### src/rtl/register_32bit_le_aclr_pkg.sv
// Shared constants for the datapath register family: default width and clear value.
package register_32bit_le_aclr_pkg;

  localparam int REG_WIDTH_DEF = 32;
  localparam logic [REG_WIDTH_DEF-1:0] REG_RST_VAL = '0;
  localparam logic REG_RST_BIT = 1'b0;

endpackage

### src/rtl/register_32bit_le_aclr_dff.sv
// Single register bit: D flop with load enable and asynchronous active-low clear.
module dff_le_aclr
  import register_32bit_le_aclr_pkg::*;
(
  input  logic clk,
  input  logic clr_n,
  input  logic le,
  input  logic d,
  output logic q
);

  logic dMux;

  // Recirculate the stored bit when not loading
  assign dMux = le ? d : q;

  always_ff @(posedge clk or negedge clr_n) begin
    if (!clr_n) begin
      q <= REG_RST_BIT;
    end else begin
      q <= dMux;
    end
  end

endmodule

### src/rtl/register_32bit_le_aclr.sv
// General-purpose parallel-load register: WIDTH enable/clear flops sharing clock and controls.
module register_32bit_le_aclr
  import register_32bit_le_aclr_pkg::*;
#(
  parameter int WIDTH = REG_WIDTH_DEF
) (
  input  logic             Clk,
  input  logic             Clr,
  input  logic [WIDTH-1:0] I0,
  input  logic             loadE,
  output logic [WIDTH-1:0] Y
);

  genvar i;
  generate
    for (i = 0; i < WIDTH; i++) begin : gBit
      dff_le_aclr uBit (
        .clk   (Clk),
        .clr_n (Clr),
        .le    (loadE),
        .d     (I0[i]),
        .q     (Y[i])
      );
    end
  endgenerate

endmodule

### config.mk
export PLATFORM = sky130hd
export DESIGN_NAME = register_32bit_le_aclr
export DESIGN_NICKNAME = d
export VERILOG_FILES = /design/src/rtl/register_32bit_le_aclr_pkg.sv /design/src/rtl/register_32bit_le_aclr_dff.sv /design/src/rtl/register_32bit_le_aclr.sv
export SDC_FILE = /design/constraint.sdc
export NUM_CORES = 1
export LEC_CHECK = 0
export ABC_CLOCK_PERIOD_IN_PS = 2200
export CORE_ASPECT_RATIO = 2
export CORE_MARGIN = 8
export CORE_UTILIZATION = 40
export DETAILED_ROUTE_END_ITERATION = 10
export GPL_ROUTABILITY_DRIVEN = 0
export GPL_TIMING_DRIVEN = 0
export PLACE_DENSITY = 0.72
export SLEW_MARGIN = 0
export SYNTH_ARGS = -nofsm -noshare
export SYNTH_HDL_FRONTEND = slang
export SYNTH_SLANG_ARGS = --single-unit
### constraint.sdc
create_clock -name Clk -period 2.2 [get_ports Clk]
set_input_delay 0.44 -clock Clk [delete_from_list [all_inputs] [get_ports Clk]]
set_output_delay 0.44 -clock Clk [all_outputs]
set_load 0.05 [all_outputs]
# ---- Yosys cells after proc, flatten, opt, wreduce, memory -nomap -nowiden
# Cells that the tools add are included.
dict set report totals {
  ff_bits 32
  latchBits 0
  mem_bits_rw 0
  rom_bits 0
  output_inout_bits 32
  wordCells 32
  memories 0
}
dict set report classes {
  addsub 0
  n_mul 0
  div_mod_pow 0
  magnitude_cmp 0
  eq_ne 0
  shift 0
  mux 0
  bitwise 0
  reduce_logical 0
}

# ---- Logic depth before layout (Yosys ltp)
dict set report depth {
  ltp_word 0
  mapped_depth 3
}

# ---- Cells and area by module
# Synthesis repeated with hierarchy kept, for this count alone.
dict set report unflattened {
  cells_unflattened 64
  area_unflattened_um2 1281.2
}
# module n_inst cells_per_inst area_per_inst_um2 seq_area_each_um2
set by_module_without_submodules {}
lappend by_module_without_submodules {dff_le_aclr 32 2 40.0 25.0}

# ---- Least setup slack after synthesis
# No wires, ideal clock.
dict set report synth_timing {
  kind {input to register}
  startpoint {in loadE}
  endpoint {reg gBit[0].uBit.q}
  setup_ns 0.125
  t_arrival_ns 0.982
  t_required_ns 2.075
  slack_ns 1.093
  stages 3
  path_buffers 2
  path_cell_list {buf_6 > buf_12 > mux2_4}
}
# item line
set synth_rtl {}
lappend synth_rtl {{start: declaration} register_32bit_le_aclr.sv:10} ;# input logic loadE,
lappend synth_rtl {{end signal: assignment} register_32bit_le_aclr_dff.sv:21} ;# q <= dMux;
lappend synth_rtl {{end: declaration} register_32bit_le_aclr_dff.sv:9} ;# output logic q
# No word-level cell between the ends.

# ---- Worst setup path after layout
dict set report layout_timing {
  startpoint {reg gBit[3].uBit.q}
  endpoint {out Y[3]}
}
# item line
set layout_rtl {}
lappend layout_rtl {{start: declaration} register_32bit_le_aclr_dff.sv:9}
lappend layout_rtl {{start signal: assignment} register_32bit_le_aclr_dff.sv:21}
lappend layout_rtl {{end: declaration} register_32bit_le_aclr.sv:11} ;# output logic [WIDTH-1:0] Y
# No word-level cell between the ends.

==> run summary <==
Number of distinct library cells after synthesis: 6. The final critical path takes up 91.60% of the cycle. The synthesized netlist devotes 0% of its cell area to compound gates. The number of warnings issued by yosys is 0, and the number of antenna violations at the first check in global routing is 0.

In this run the worst hold path is classified as input port to async pin. In this run the core area contains 32 standard-cell rows. The max-slew headroom at the worst pin is 52.11%.

The first-pass GRT wire length was 5733 um. The highest-delay cell along the critical path was sky130_fd_sc_hd__clkdlybuf4s50_1. The pin count of the biggest net entering global routing was 33. Buffers placed on the I/O ports in this run total 65. The detailed router finished its first iteration with 7 violations. The largest incremental delay on the critical path was 810 ps; the area share of and/or/nand/nor cells after synthesis was 0%. The post-cts sizing count is 0. For the max-slew violation count, the log shows 0. The number of nets in the synthesized netlist is 135. Data on the critical path is required at its endpoint by 1760 ps. The final net count is 207. Setup repair after global routing left no endpoint under its margin. Worst setup path category: flip-flop to output port. The number of detailed-routing iterations run before antenna repair was 2.

The H-tree was split into 2 levels. The final setup TNS came out at 0 ps. After global routing the overflow that remains totals 0. The run gives 0 as the antenna cell count.

The placed wire-length estimate after detailed placement was 2803 um. For the initial standard-cell utilization of the core, the log shows 41.24%. The power per standard cell area was 744.7 nW/um2.

The time the final worst path needs with I/O delays and setup was 2015 ps; the reported max-cap violation count was 0. The synthesized design contains 32 register bits. Count of hold-fix buffers inserted at cts: 0. The total track usage was 12.06%; the placed instance area was 2295 um2. The slew of the pin with the lowest slew margin is 718.3 ps, and the core utilization of the finished layout is 62.21%. Number of global-route vias before repair: 1188.

In the final layout, the registers with the most flip-flops are gBit.uBit.q: 32 flops. The register cell area after layout came out at 800.8 um2. For the number of buffers inserted during clock tree synthesis, the log shows 5. TritonCTS built the clock tree. After clock tree synthesis, the clock-pin slew on the worst setup and hold paths is 60 ps. The clock latency reported for the late side of the worst-skew pair was 270 ps.

The synthesized netlist occupies a cell area of 1585 um2. The worst-case IR drop observed on VDD is 0.4424 mV. Once detail routing completed, the nets flagged for antenna violations numbered 0.

Cells with a size suffix above 1 make up 44.19% of the layout. The total DRC errors in the routed layout is 0, and the number of hold violations in the final report is 0. Dividing the detail-routed wire length by the instance count gives 15.95 um. The floorplan step set the die height to 105.0 um.

For the worst setup path, the data arrival time is 1580 ps. The portion of synthesized area spent on multiplexers is 29.83%. For the maximum clock path buffer count, the log shows 2.

The tools report the total I/O pin count as 67. The register with the most flip-flops in the layout has 32 of them. The tools report the setup clock skew after layout as 0 ps. Clock tree synthesis selected as its root buffer the cell sky130_fd_sc_hd__clkbuf_8. gBit.uBit.q holds more flip-flops than any other register. STA classifies the critical path startpoint as a flip-flop. After filler insertion, the fill cell instance count of the layout stands at 323. Traced cell by cell, the critical path runs through buf_4, clkdlybuf4s50_1.

The run gives 496.2 MHz as the top achievable clock speed. The number of clock sinks is 32, and the power after layout is 1.781 mW. In this run the static leakage power is 1.121 nW.

The die covers 6356 um2. The post-synthesis xor/xnor area fraction came out at 0%. The finished cells cover 2391 um2.

The worst setup path is captured at an output port. For this run, the register share of the synthesized area comes to 50.51%. Once the clock tree was built, the setup fixing pass inserted 0 buffers. The run gives 936 as the detailed-route via count. The area overhead of the layout relative to synthesis is 50.83%, and the area taken by multi-input logic gates is 473.0 um2.

After detailed routing, the number of vias per cell comes to 4.197. The post-synthesis adder-cell area fraction was 0%. For flop-to-flop paths, the worst setup slack is 1410 ps. The dominant combinational cell family by area after synthesis was multiplexers. Measured along the x axis, the die boundary spans 60.52 um. Highest fanout seen on the critical path: 2.

The flow ran to the end, and the final reports show no timing, DRC or antenna violations. The average cell area after synthesis works out to 15.85 um2. The total core area was 3844 um2. In the synthesized netlist, the number of instances is 100. For this block, the routed nets add up to 3557 um of wire. The run gives 0 as the count of endpoints failing setup in the final report.
report_power, final:
group | internal (mW) | switching (mW) | leakage (nW)
logic | 0.311 | 0.310 | 0.697
clock network | 0.278 | 0.198 | 0.0503
registers | 0.648 | 0.0350 | 0.374
total | 1.24 | 0.543 | 1.12
cell usage after synthesis (all sizes together):
cell type,n,area share (%)
mux2,32,30
buf,36,20
dfrtp,32,51
placed cells by master, fill, tap and decap left out:
cell,netlist,final
sky130_fd_sc_hd__clkdlybuf4s50_1,0,64
sky130_fd_sc_hd__buf_6,1,1
sky130_fd_sc_hd__buf_2,0,1
sky130_fd_sc_hd__mux2_4,30,30
sky130_fd_sc_hd__buf_12,3,3
sky130_fd_sc_hd__buf_4,32,32
sky130_fd_sc_hd__mux2_2,2,2
sky130_fd_sc_hd__clkbuf_8,0,7
sky130_fd_sc_hd__dfrtp_1,32,32
final timing paths:
path                                 start               to  cells past startpoint
max                         gBit[3].uBit.q             Y[3]                      2
min                                    Clr  gBit[27].uBit.q                      1
max reg2reg                 gBit[3].uBit.q   gBit[3].uBit.q                      1
min reg2reg                gBit[22].uBit.q  gBit[22].uBit.q                      1
max in group asynchronous              Clr  gBit[18].uBit.q                      1
min in group Clk                     loadE  gBit[10].uBit.q                      2
cells by family after synthesis:
group                  Yosys count
buffers and inverters           36
DFF                             32
muxes                           32
through the flow:
stage	hold WS (ps)	std cells	worst slack [ps]
global route	277.3	223	157.9
detailed placement	493.0	216	488.6
global placement	493.6	216	89.57
floorplan	144.4	100	1093
CTS	235.2	223	170.5
finish	219.1	223	184.7
critical path, delay by kind of cell, from the launching register on:
kind	cells	cell delay (ps)
buf+inv	2	930
flops	1	370
per-layer routing:
layer,track usage [%],wire length (um)
met1,11.49,1243
met2,21.92,2002
met3,4.054,248
met4,5.042,62
met5,0,0
cell type report:
cell class | count | share of cell area (%)
repair buffers | 65 | 27.00
well taps | 51 | 2.669
clock buffers | 7 | 4.029
multi-input cells | 32 | 19.78
plain buffers | 36 | 13.03
flip-flops and latches | 32 | 33.49
No activity file was read; power rests on OpenSTA's default activity.
